==> src/rtl/accumulator_cpu_ctrl_if.sv <==
`default_nettype none
// ============================================================================
// Module   : accumulator_cpu_ctrl_if
// Purpose  : Single-port 16-bit main memory bus. The CPU is the master and
//            drives address, R/W and write data; memory returns read data.
// Revision : 1.0  initial release
// ============================================================================
interface accumulator_cpu_ctrl_if;
  logic [7:0]  MEM_ADDR;
  logic        MEM_RW;
  logic [15:0] MEM_DOUT;
  logic [15:0] MEM_DIN;

  modport master (output MEM_ADDR, output MEM_RW, output MEM_DOUT, input MEM_DIN);
  modport slave  (input MEM_ADDR, input MEM_RW, input MEM_DOUT, output MEM_DIN);
endinterface
`default_nettype wire

==> src/rtl/accumulator_cpu_ctrl.sv <==
`default_nettype none
// ============================================================================
// Module   : accumulator_cpu_ctrl
// Purpose  : Multi-cycle accumulator CPU control and datapath. Each memory
//            access is launched on one rising edge and its data is captured
//            on the next, since memory answers on the falling edge.
// Revision : 1.0  initial release
// ============================================================================
module accumulator_cpu_ctrl #(
  parameter logic [7:0] PC_RESET = 8'h00,
  parameter int         MUL_BITS = 15
) (
  input  wire logic              CLK,
  input  wire logic              RST,
  accumulator_cpu_ctrl_if.master bus,
  output logic [15:0]            ACC_OUT,
  output logic [7:0]             PC_OUT,
  output logic                   HALTED
);

  typedef enum logic [2:0] {
    S_FETCH  = 3'd0,
    S_DECODE = 3'd1,
    S_MEMRD  = 3'd2,
    S_EXEC   = 3'd3,
    S_MEMWR  = 3'd4,
    S_MUL    = 3'd5,
    S_HALT   = 3'd6
  } state_t;

  localparam logic [7:0] c_OP_STORE  = 8'h01;
  localparam logic [7:0] c_OP_LOAD   = 8'h02;
  localparam logic [7:0] c_OP_ADD    = 8'h03;
  localparam logic [7:0] c_OP_SUB    = 8'h04;
  localparam logic [7:0] c_OP_JMPGEZ = 8'h05;
  localparam logic [7:0] c_OP_JMP    = 8'h06;
  localparam logic [7:0] c_OP_HALT   = 8'h07;
  localparam logic [7:0] c_OP_MUL    = 8'h08;
  localparam logic [7:0] c_OP_AND    = 8'h09;
  localparam logic [7:0] c_OP_OR     = 8'h0A;
  localparam logic [7:0] c_OP_NOT    = 8'h0B;
  localparam logic [7:0] c_OP_SHR    = 8'h0D;
  localparam logic [7:0] c_OP_SHL    = 8'h0E;
  localparam logic [3:0] c_MUL_LAST  = 4'(MUL_BITS - 1);

  state_t      r_state;
  state_t      w_state_next;
  logic [7:0]  r_pc;
  logic [15:0] r_ir;
  logic [15:0] r_mbr;
  logic [15:0] r_acc;
  logic [3:0]  r_mul_cnt;
  logic [14:0] r_prod;

  logic [7:0]  w_opcode;
  logic        w_jump;
  logic [7:0]  w_mem_addr;
  logic        w_mem_rw;
  logic [14:0] w_prod_next;
  logic        w_mul_sign;
  logic        w_mul_last;

  assign w_opcode   = r_ir[15:8];
  // JMPGEZ treats zero as non-negative, so only the sign bit matters
  assign w_jump     = (w_opcode == c_OP_JMP) ||
                      ((w_opcode == c_OP_JMPGEZ) && !r_acc[15]);
  assign w_mul_last = (r_mul_cnt == c_MUL_LAST);

  // Shift-add one multiplier bit per cycle; bits beyond the 15-bit magnitude drop out
  assign w_prod_next = r_prod + (r_mbr[r_mul_cnt] ? (r_acc[14:0] << r_mul_cnt) : 15'd0);
  // A zero magnitude never carries a negative sign
  assign w_mul_sign  = (r_acc[15] ^ r_mbr[15]) & (|w_prod_next);

  // State register
  always_ff @(posedge CLK or posedge RST) begin
    if (RST) r_state <= S_FETCH;
    else     r_state <= w_state_next;
  end

  // Next-state decode and memory bus control
  always_comb begin
    w_state_next = r_state;
    w_mem_addr   = r_pc;
    w_mem_rw     = 1'b0;
    case (r_state)
      S_FETCH:  w_state_next = S_DECODE;
      S_DECODE: begin
        case (w_opcode)
          c_OP_STORE:                      w_state_next = S_MEMWR;
          c_OP_LOAD, c_OP_ADD, c_OP_SUB,
          c_OP_MUL, c_OP_AND, c_OP_OR:     w_state_next = S_MEMRD;
          c_OP_HALT:                       w_state_next = S_HALT;
          default:                         w_state_next = S_FETCH;
        endcase
      end
      S_MEMRD: begin
        w_mem_addr   = r_ir[7:0];
        w_state_next = (w_opcode == c_OP_MUL) ? S_MUL : S_EXEC;
      end
      S_EXEC:   w_state_next = S_FETCH;
      S_MEMWR: begin
        w_mem_addr   = r_ir[7:0];
        w_mem_rw     = 1'b1;
        w_state_next = S_FETCH;
      end
      S_MUL: begin
        w_mem_addr = r_ir[7:0];
        if (w_mul_last) w_state_next = S_FETCH;
      end
      S_HALT:   w_state_next = S_HALT;
      default:  w_state_next = S_FETCH;
    endcase
  end

  // Datapath registers; reset abandons any in-flight multiply or store
  always_ff @(posedge CLK or posedge RST) begin
    if (RST) begin
      r_pc      <= PC_RESET;
      r_ir      <= 16'h0000;
      r_mbr     <= 16'h0000;
      r_acc     <= 16'h0000;
      r_mul_cnt <= 4'd0;
      r_prod    <= 15'd0;
    end else begin
      case (r_state)
        S_FETCH:  r_ir <= bus.MEM_DIN;
        S_DECODE: begin
          r_pc <= w_jump ? r_ir[7:0] : r_pc + 8'd1;
          case (w_opcode)
            c_OP_NOT: r_acc <= ~r_acc;
            c_OP_SHR: r_acc <= {1'b0, r_acc[15:1]};
            c_OP_SHL: r_acc <= {r_acc[14:0], 1'b0};
            default:  r_acc <= r_acc;
          endcase
        end
        S_MEMRD: begin
          r_mbr     <= bus.MEM_DIN;
          r_mul_cnt <= 4'd0;
          r_prod    <= 15'd0;
        end
        S_EXEC: begin
          case (w_opcode)
            c_OP_LOAD: r_acc <= r_mbr;
            c_OP_ADD:  r_acc <= r_acc + r_mbr;
            c_OP_SUB:  r_acc <= r_acc - r_mbr;
            c_OP_AND:  r_acc <= r_acc & r_mbr;
            c_OP_OR:   r_acc <= r_acc | r_mbr;
            default:   r_acc <= r_acc;
          endcase
        end
        S_MUL: begin
          r_prod    <= w_prod_next;
          r_mul_cnt <= r_mul_cnt + 4'd1;
          if (w_mul_last) r_acc <= {w_mul_sign, w_prod_next};
        end
        default: ;
      endcase
    end
  end

  assign bus.MEM_ADDR = w_mem_addr;
  // Write strobe drops the moment reset is asserted, not at the next edge
  assign bus.MEM_RW   = w_mem_rw & ~RST;
  assign bus.MEM_DOUT = r_acc;
  assign ACC_OUT      = r_acc;
  assign PC_OUT       = r_pc;
  assign HALTED       = (r_state == S_HALT);

endmodule
`default_nettype wire

==> src/flat_wrapper.sv <==
// flat-port wrapper written by rule: the top's interface ports become plain ports
module accumulator_cpu_ctrl_flat 
#(
  parameter logic [7:0] PC_RESET = 8'h00,
  parameter int         MUL_BITS = 15
)
  (CLK, RST, ACC_OUT, PC_OUT, HALTED, bus_MEM_ADDR, bus_MEM_RW, bus_MEM_DOUT, bus_MEM_DIN);
  accumulator_cpu_ctrl_if bus_i ();
  input  wire logic CLK;
  input  wire logic RST;
  output logic [15:0] ACC_OUT;
  output logic [7:0] PC_OUT;
  output logic HALTED;
  output wire logic [$bits(bus_i.MEM_ADDR)-1:0] bus_MEM_ADDR;
  output wire logic [$bits(bus_i.MEM_RW)-1:0] bus_MEM_RW;
  output wire logic [$bits(bus_i.MEM_DOUT)-1:0] bus_MEM_DOUT;
  input wire logic [$bits(bus_i.MEM_DIN)-1:0] bus_MEM_DIN;
  assign bus_MEM_ADDR = bus_i.MEM_ADDR;
  assign bus_MEM_RW = bus_i.MEM_RW;
  assign bus_MEM_DOUT = bus_i.MEM_DOUT;
  assign bus_i.MEM_DIN = bus_MEM_DIN;
  accumulator_cpu_ctrl #(.PC_RESET(PC_RESET), .MUL_BITS(MUL_BITS)) u_core (.CLK(CLK), .RST(RST), .bus(bus_i), .ACC_OUT(ACC_OUT), .PC_OUT(PC_OUT), .HALTED(HALTED));
endmodule
==> config.mk <==
export PLATFORM = sky130hd
export DESIGN_NAME = accumulator_cpu_ctrl_flat
export DESIGN_NICKNAME = d
export VERILOG_FILES = /design/src/rtl/accumulator_cpu_ctrl_if.sv /design/src/rtl/accumulator_cpu_ctrl.sv /design/src/flat_wrapper.sv
export SDC_FILE = /design/constraint.sdc
export NUM_CORES = 1
export LEC_CHECK = 0
export ABC_AREA = 0
export CORE_MARGIN = 3
export CORE_UTILIZATION = 59
export CTS_BUF_LIST = sky130_fd_sc_hd__clkbuf_16
export DETAILED_ROUTE_END_ITERATION = 16
export PLACE_DENSITY = 0.86
export RECOVER_POWER = 50
export SLEW_MARGIN = 20
export SYNTH_ARGS = -nofsm -noshare
export SYNTH_HDL_FRONTEND = slang
export SYNTH_SLANG_ARGS = --single-unit
==> constraint.sdc <==
create_clock -name CLK -period 5.75 [get_ports CLK]
set_clock_uncertainty 0.15 [all_clocks]
set_input_delay 1.725 -clock CLK [delete_from_list [all_inputs] [get_ports CLK]]
set_output_delay 1.725 -clock CLK [all_outputs]
set_load 0.02 [all_outputs]
==> results_dict.tcl, run 1 <==
set metrics [dict create \
    outcome "complete, but fails checks" \
    violations "capacitance limit, slew limit" \
    switching_share_pct 49.6 \
    die_h_um 114 \
    netlist_top_cells_area "dfrtp_1 28%, ha_1 7.6%, mux2_2 6.2%" \
    cts_tree "built" \
    critPathKind "input port to primary output" \
    cp.required_ns 3.88 \
    grt_pass1_wl_mm 33.5 \
    end_kind "primary output" \
    numCtsBuffers 9 \
    yosys_warnings 0 \
    hold_buffers 0 \
    ioPinCount 68 \
    detail-route-antenna-nets 0 \
    hold_path_class "register to register" \
    cts_num_sinks 78 \
    clockRootBuffer "clkbuf_16" \
    async_reset_ff_share_pct 100 \
    initial_core_util_pct 62.0 \
    drt_wl_total_mm 20.6 \
    crit_slowest_cell "clkdlybuf4s50_1" \
    worst_slew_pin_slew_ns 1.88 \
    p_int_w 0.00266 \
    avgSynthCellArea_um2 8.55 \
    cp_top_family "buffers and inverters" \
    diodes 0 \
    yosys.area.top_type "dfrtp_1" \
    grt_busiest_layer "met2" \
    yosysMostFrequentCell "nand2_1" \
    use_met1_pct 41.8 \
    power_density_nw_per_um2 677 \
    holdCritStartpoint "u_core.r_prod[7]" \
    yosysUniqueCellTypes 71 \
    htreeDepth 3 \
    insertion_delay_ns 0.34 \
    whs_endpoint "u_core.r_prod[7]" \
    cp-start-kind "input port" \
    grt_use_met2_pct 51.3 \
    synthFlopType "dfrtp_1" \
    cts.repair.resized 0 \
    grt-ovfl-total 0 \
    hold_viol 0 \
    drive_gt1_share_pct 10.7 \
    die-area_um2 13000 \
    max-cap-violations 3 \
    fin_tns_setup_ns 0 \
    dr.pass1.iters 6 \
    synth_edf_count 0 \
    coreArea_um2 11100 \
    pwr-share-seq_pct 23.5 \
    worstPathCellList "dlygate4sd3_1 -> nor4_1 -> clkdlybuf4s50_1" \
    synthTopCellsByCount "94 x nand2_1, 78 x dfrtp_1, 62 x nor2_1" \
    post_cts_buffers 0 \
    yosysSeqAreaShare_pct 28.3 \
    hpwlAfterDp_mm 15.3 \
    whs_ns 0.337 \
    die_w_um 114 \
    r2r-start "u_core.r_ir[12]" \
    vias 6655 \
    antenna_found_initial 0 \
    reg2reg_setup_slack_ns 0.93 \
    drt-initial-drc-count 827 \
    gr-usage-met3_pct 5.71 \
    slew_violations 88 \
    viasPerCell 6.83 \
    area_delta_synth_final_pct 13.2 \
    synth_fp_nets 869 \
    power_frac_clock_pct 11.8 \
    cpPeakStageDelay_ns 0.65 \
    max_slew_margin_pct -25.1 \
    period_share_pct 86.3 \
    wl_per_cell_um 21.1 \
    port_buffers 67 \
    ir_drop_mv 0.503 \
    syn_inst 807 \
    p_leak_nw 3.43 \
    synth_top_cell_area_share_pct 28.3 \
    synth_seq_cells 78 \
    post-route-drc-count 0 \
    crit-reg2reg-capture "u_core.ACC_OUT[13]" \
    p_sw_w 0.00262 \
    synth_area_um2 6900 \
    gp_congestion 0.999 \
    path_max_fanout 2 \
    setup_viol 0 \
    rsz0062_at_grt "no" \
    clockBufferDepth 2 \
    clk_pin_slew_worst_paths_ns 0.06 \
    grt_use_total_pct 32.2 \
    fill_cells 903 \
    r2r.worst_path.cells 14 \
    max_freq_mhz 201 \
    grt_max_degree 34 \
    grt_pass1_vias 6569 \
    critPathBufInv 2 \
    core.rowCount 38 \
    min_period_ns 4.96 \
    hold_depth 2 \
    p_comb_share_pct 64.6 \
    layout.nets 892 \
    cp.arrival_ns 3.09 \
]
## registers in the layout (all words and copies together), names as in the netlist
name and flops:
u_core.PC_OUT 8, u_core.r_mul_cnt 4, u_core.r_ir 16, u_core.r_prod 15, u_core.r_state 3, u_core.r_mbr 16, u_core.ACC_OUT 16
## cells in the final DEF (no fill, tap or decap), drive strengths merged, types with 6 or more instances in the layout
cell and count:
xnor2 21, inv 26, mux2 39, clkdlybuf4s50 50, o21ai 54, nor2b 6
nor2 63, a221oi 6, dfrtp 78, and2 6, dlygate4sd3 17, nor4 10
mux2i 20, o22ai 18, a21o 20, and3 8, o21a 7, xor2 18
a211oi 11, a32oi 7, nand3 16, o41ai 6, nand2 94, ha 42
a22oi 19, a21oi 51, a31oi 6, a22o 12, clkbuf 11, nor3 11
nand4 6, buf 9
## worst max-delay path by stage
stage / from / to / slack [ns] / depth (start not counted)
floorplan: RST / bus_MEM_RW / 1.52 / 1
global placement: RST / bus_MEM_RW / 0.87 / 3
detailed placement: RST / bus_MEM_RW / 0.87 / 3
CTS: RST / bus_MEM_RW / 0.89 / 3
global route: u_core.r_ir[12] / u_core.ACC_OUT[13] / 0.51 / 14
finish: RST / bus_MEM_RW / 0.79 / 3
## power groups by stage
stage	Combinational [W]	Clock, W	Sequential, W
after floorplan	0.00250	0	0.00111
after global placement	0.00323	0	0.00121
after detailed placement	0.00334	0	0.00123
after CTS	0.00338	0.000633	0.00122
after global routing	0.00371	0.000658	0.00128
final	0.00342	0.000626	0.00124
## through the flow
step	worst slack, ns	area (um2)	total power, W	instances	utilization, %
after floorplan	1.52	6900	0.00361	807	-
after global placement	0.870	7490	0.00445	959	67.3
after detailed placement	0.875	7490	0.00457	959	67.3
after CTS	0.891	7810	0.00523	975	70.2
after global routing	0.515	7810	0.00565	975	70.2
final	0.787	7810	0.00529	975	70.2
## cell type report
cell class                      instances  area (um2)  share of cell area (%)
Sequential cell                        78        1950                    25.0
Inverter                               24        90.1                    1.15
Clock buffer                            9         225                    2.89
Clock inverter                          7        95.1                    1.22
Tap cell                              140         175                    2.24
Timing Repair Buffer                   78         746                    9.55
Multi-Input combinational cell        639        4520                    57.9
## worst register-to-register path, stage by stage, from the launching register on
cell and delay [ns]:
dfrtp_1 0.39, or4_1 0.68, nor2_2 0.22, nand3_1 0.42, o41ai_1 0.30, xor2_1 0.13
ha_1 0.39, a21o_1 0.22, a2111oi_0 0.58, and3_1 0.33, o31ai_1 0.12, xor2_1 0.16
a211oi_1 0.31, o221ai_1 0.17, o21a_1 0.13
## cells by family after synthesis
group	count (synthesis)	synth area share, %
buffers and inverters	90	6.24
multiplexers	64	11.0
adder cells (fa/ha/maj)	44	8.20
AO/OA/AOI/OAI	256	25.4
AND/OR/NAND/NOR	236	16.0
flip-flops	78	28.3
XOR/XNOR	39	4.95
## routing by layer
metal | vias up | wire, um | part of all wire [%]
met5 | - | 0 | 0
met4 | 0 | 962 | 4.7
met2 | 380 | 9490 | 46
met3 | 82 | 1760 | 8.5
li1 | 3035 | - | -
met1 | 3158 | 8360 | 41
(Power assumes the default switching activity.)
==> run 2, diff against run 1 <==
Settings changed: CTS_CLUSTER_SIZE from default to 12, REMOVE_ABC_BUFFERS from default to 1.
==> run 2 against run 1 <==
  * The flow still finishes with violations (capacitance limit, slew limit)
  * Clock-buffer cell count unchanged
  * Flip-flop and latch count stayed put
  * Fmax is essentially flat
  * Final cell count decreased by 0.51%
  * Critical endpoint unchanged
==> results_dict.tcl, run 2 (same netlist as run 1, synthesis figures left out) <==
set metrics [dict create \
    outcome "complete, but fails checks" \
    violations "capacitance limit, slew limit" \
    end_kind "primary output" \
    post-route-drc-count 0 \
    multi_input_area_um2 4520 \
    port_buffers 67 \
    dr.pass1.iters 5 \
    ir_drop_mv 0.383 \
    power_density_nw_per_um2 677 \
    path_max_fanout 2 \
    cp.required_ns 3.88 \
    cp_top_family "buffers and inverters" \
    ioPinCount 68 \
    grt-ovfl-total 0 \
    max_slew_margin_pct -0.565 \
    die_h_um 114 \
    reg2reg_setup_slack_ns 0.79 \
    whs_ns 0.345 \
    initial_core_util_pct 62.0 \
    detail-route-antenna-nets 0 \
    numCtsBuffers 9 \
    max_freq_mhz 201 \
    cp.depth 3 \
    worst_slew_pin_slew_ns 1.51 \
    area_delta_synth_final_pct 12.3 \
    layout_commonest_cell "nand2_1" \
    slew_violations 25 \
    core.rowCount 38 \
    hold_buffers 0 \
    die_w_um 114 \
    fin_tns_setup_ns 0 \
    diodes 0 \
    period_share_pct 86.3 \
    r2r.worst_path.cells 12 \
    crit-reg2reg-capture "u_core.ACC_OUT[15]" \
    p_leak_nw 3.39 \
    fill_cells 905 \
    critPathKind "input port to primary output" \
    crit_slowest_cell "clkdlybuf4s50_1" \
    post_cts_buffers 0 \
    min_period_ns 4.96 \
    vias 6788 \
    clockRootBuffer "clkbuf_16" \
    coreArea_um2 11100 \
    drt-initial-drc-count 755 \
    grt_use_total_pct 32.8 \
    cp-start-kind "input port" \
    hold_path_class "register to register" \
    cpPeakStageDelay_ns 0.65 \
    wl_per_cell_um 21.6 \
    viasPerCell 7.00 \
    layout_common_cells "94 x nand2_1, 78 x dfrtp_1, 61 x nor2_1, 51 x a21oi_1, 50 x clkdlybuf4s50_1" \
    drive_gt1_share_pct 10.2 \
    max-cap-violations 2 \
    cts_num_sinks 78 \
    rsz0062_at_grt "no" \
    setup_viol 0 \
    clk_pin_slew_worst_paths_ns 0.06 \
    clockBufferDepth 2 \
    htreeDepth 3 \
    grt_pass1_vias 6558 \
    hpwlAfterDp_mm 15.4 \
    timing.critical_path.to "bus_MEM_RW" \
    final-seq-area_um2 1950 \
    die-area_um2 13000 \
    startpoint "RST" \
    utilization_pct 69.6 \
    worstPathCellList "dlygate4sd3_1 -> nor4_1 -> clkdlybuf4s50_1" \
    critPathBufInv 2 \
    gp_congestion 0.986 \
    cts_tree "built" \
    cts.repair.resized 0 \
    insertion_delay_ns 0.36 \
    drt_wl_total_mm 20.9 \
    layout.nets 887 \
    r2r-start "u_core.r_mul_cnt[0]" \
    hold_viol 0 \
    antenna_found_initial 0 \
    cp.arrival_ns 3.09 \
    grt_max_degree 41 \
    grt_pass1_wl_mm 34.1 \
]
[run 2: cell types whose count changed in the layout (fill, tap and decap cells not counted)]
cell        change
buf_4           -4
clkbuf_1        -2
clkinv_4        +2
clkinvlp_4      +2
inv_6           -2
bufinv_16       -1
clkbuf_2        +1
clkinv_2        -1
nor3_1          +1
nor3_2          -1
[run 2: layout make-up]
cell class / instances / share of cell area [%]
Sequential cell: 78 / 25.2
Tap cell: 140 / 2.26
Multi-Input combinational cell: 639 / 58.3
Clock inverter: 7 / 0.969
Clock buffer: 9 / 2.91
Timing Repair Buffer: 73 / 9.20
Inverter: 24 / 1.16
[run 2: tightest hold or removal path: stages, from the launching register on]
cell	delay (ns)
dfrtp_1	0.35
nand2_1	0.05
nand2_1	0.06
[run 2: how the worst min path moves through the flow]
stage	from	slack (ns)	endpoint	cells past startpoint
floorplan	u_core.r_prod[9]	0.30	u_core.r_prod[9]	2
global placement	u_core.r_prod[8]	0.32	u_core.r_prod[8]	2
detailed placement	u_core.r_prod[7]	0.33	u_core.r_prod[7]	2
CTS	u_core.r_prod[7]	0.35	u_core.r_prod[7]	2
global route	u_core.r_prod[10]	0.36	u_core.r_prod[10]	1
finish	u_core.r_prod[7]	0.35	u_core.r_prod[7]	2
[run 2: per-stage QoR]
step	instances	instance area, um2	total power, W	setup WS [ns]
2_1_floorplan	741	6560	0.00349	1.50
3_3_place_gp	954	7450	0.00449	0.897
3_5_place_dp	954	7460	0.00458	0.885
4_1_cts	970	7760	0.00519	0.858
5_1_grt	970	7750	0.00561	0.603
6_report	970	7750	0.00525	0.787
[run 2: routing by layer]
metal  vias to the layer above  share of wire (%)  global-route usage [%]
met1                      3263                 40                    42.6
li1                       3011                  -                       -
met3                       105                8.6                    6.45
met5                         -                  0                       0
met2                       409                 47                    52.9
met4                         0                4.6                    15.1
[run 2: power by group]
group	internal, W	switching [W]
Sequential	0.000769	0.000484
Clock	0.000337	0.000251
Combinational	0.00150	0.00191
Total	0.00261	0.00264
==> run 3, diff against run 2 <==
Settings changed: RECOVER_POWER 50 to default.
==> run 3 against run 2 <==
  * The run now ends clean
  * Final area grew 0.19%
  * Fmax grew 0.28%
  * Flip-flop and latch count is the same
  * Largest cell class unchanged
  * Die area is the same
  * Highest routed layer unchanged
  * Via count shrank 0.25%
==> results_dict.tcl, run 3 (same netlist as run 1, synthesis figures left out) <==
set metrics [dict create \
    outcome "completed" \
    insertion_delay_ns 0.36 \
    die-area_um2 13000 \
    clockBufferDepth 2 \
    detail-route-antenna-nets 0 \
    period_share_pct 86.1 \
    grt_pass1_wl_mm 34.1 \
    die_w_um 114 \
    hold_path_class "register to register" \
    diodes 0 \
    end_kind "register" \
    power_density_nw_per_um2 677 \
    initial_core_util_pct 62.0 \
    numCtsBuffers 9 \
    coreArea_um2 11100 \
    grt_pass1_vias 6558 \
    p_leak_nw 3.39 \
    layout_commonest_cell "nand2_1" \
    fin_tns_setup_ns 0 \
    cts.repair.resized 0 \
    worst_slew_pin_slew_ns 1.04 \
    hold_depth 2 \
    core.rowCount 38 \
    min_period_ns 4.95 \
    crit_slowest_cell "dfrtp_1" \
    slew_violations 0 \
    hold_viol 0 \
    antenna_found_initial 0 \
    fill_cells 904 \
    grt-ovfl-total 0 \
    post_cts_buffers 0 \
    ir_drop_mv 0.379 \
    hpwlAfterDp_mm 15.4 \
    setup_viol 0 \
    cp.arrival_ns 5.01 \
    post-route-drc-count 0 \
    port_buffers 67 \
    clk_pin_slew_worst_paths_ns 0.06 \
    clockRootBuffer "clkbuf_16" \
    ioPinCount 68 \
    reg2reg_setup_slack_ns 0.80 \
    grt_use_total_pct 32.8 \
    dp_slack_ns 0.885 \
    critPathKind "register to register" \
    die_h_um 114 \
    layout.nets 887 \
    dr.pass1.iters 5 \
    path_common_cell "nor4_1" \
    r2r.worst_path.cells 12 \
    area_delta_synth_final_pct 12.6 \
    grt_max_degree 41 \
    drt_wl_total_mm 20.9 \
    max_freq_mhz 202 \
    viasPerCell 6.98 \
    path_max_fanout 24 \
    htreeDepth 3 \
    cpPeakStageDelay_ns 0.90 \
    max_slew_margin_pct 30.9 \
    setup_slack_ns 0.801 \
    cts_num_sinks 78 \
    cts_tree "built" \
    cp-start-kind "register" \
    drt-initial-drc-count 750 \
    worstPathCellList "mux4_2 -> nand2_1 -> nor4_1 -> ha_1 -> fa_1 -> xor2_1 -> or3_1 -> or4_1 -> nor4_1 -> nand4b_1 -> o41ai_1 -> a32oi_1" \
    max-cap-violations 0 \
    wl_per_cell_um 21.6 \
    vias 6771 \
    layout_common_cells "94 x nand2_1, 78 x dfrtp_1, 67 x clkdlybuf4s50_1, 60 x nor2_1, 51 x a21oi_1" \
    gp_congestion 0.986 \
    drive_gt1_share_pct 10.7 \
    rsz0062_at_grt "no" \
    hold_buffers 0 \
    cp.required_ns 5.81 \
]
==> run 3: cell types whose count changed in the layout (fill, tap and decap cells not counted), sizes merged <==
| cell | previous run | this run |
|---|---|---|
| buf | 5 | 6 |
| clkbuf | 10 | 9 |
| dlygate4sd3 | 17 | 0 |
| clkdlybuf4s50 | 50 | 67 |
==> run 3: per-stage QoR <==
| step | utilization, % | std cells | instance area, um2 | hold WS, ns | power (W) |
|---|---|---|---|---|---|
| 2_1_floorplan | - | 741 | 6560 | 0.302 | 0.00349 |
| 3_3_place_gp | 67.0 | 954 | 7450 | 0.322 | 0.00449 |
| 3_5_place_dp | 67.0 | 954 | 7460 | 0.334 | 0.00458 |
| 4_1_cts | 69.7 | 970 | 7760 | 0.349 | 0.00519 |
| 5_1_grt | 69.8 | 970 | 7760 | 0.361 | 0.00562 |
| 6_report | 69.8 | 970 | 7760 | 0.345 | 0.00525 |
==> run 3: worst paths after layout <==
kind                                       to           startpoint
min                          u_core.r_prod[7]     u_core.r_prod[7]
min reg2reg                  u_core.r_prod[7]     u_core.r_prod[7]
max reg2reg                u_core.ACC_OUT[15]  u_core.r_mul_cnt[0]
max in group asynchronous   u_core.r_prod[12]                  RST
min in group asynchronous      u_core.r_ir[2]                  RST
max                        u_core.ACC_OUT[15]  u_core.r_mul_cnt[0]
==> run 3: area by class of cell <==
cell class | instances | area (um2) | area share (%)
clock buffer | 9 | 225 | 2.90
clock inverter | 7 | 75.1 | 0.967
inverter | 24 | 90.1 | 1.16
multi-input combinational | 639 | 4530 | 58.4
sequential | 78 | 1950 | 25.1
tap | 140 | 175 | 2.26
timing repair buffer | 73 | 716 | 9.22
==> run 3: critical path, delay by kind of cell (launching register included) <==
kind                       cells  cell delay (ns)
AOI/OAI and AO/OA              2             0.58
xor gates and xnor gates       1             0.23
adders and majority gates      2             0.71
DFF                            1             0.90
muxes                          1             0.65
and+or+nand+nor                6             1.58
==> run 3: power by group <==
group	internal [W]	total (W)	switching (W)
logic	0.00150	0.00341	0.00191
clock network	0.000336	0.000586	0.000249
registers	0.000769	0.00125	0.000486
==> run 3: routing by layer <==
metal | vias up | share of wire, % | track usage, %
met5 | - | 0 | 0
met4 | 0 | 4.0 | 15.1
met3 | 81 | 8.4 | 6.45
met2 | 411 | 48 | 52.9
met1 | 3268 | 40 | 42.6
li1 | 3011 | - | -
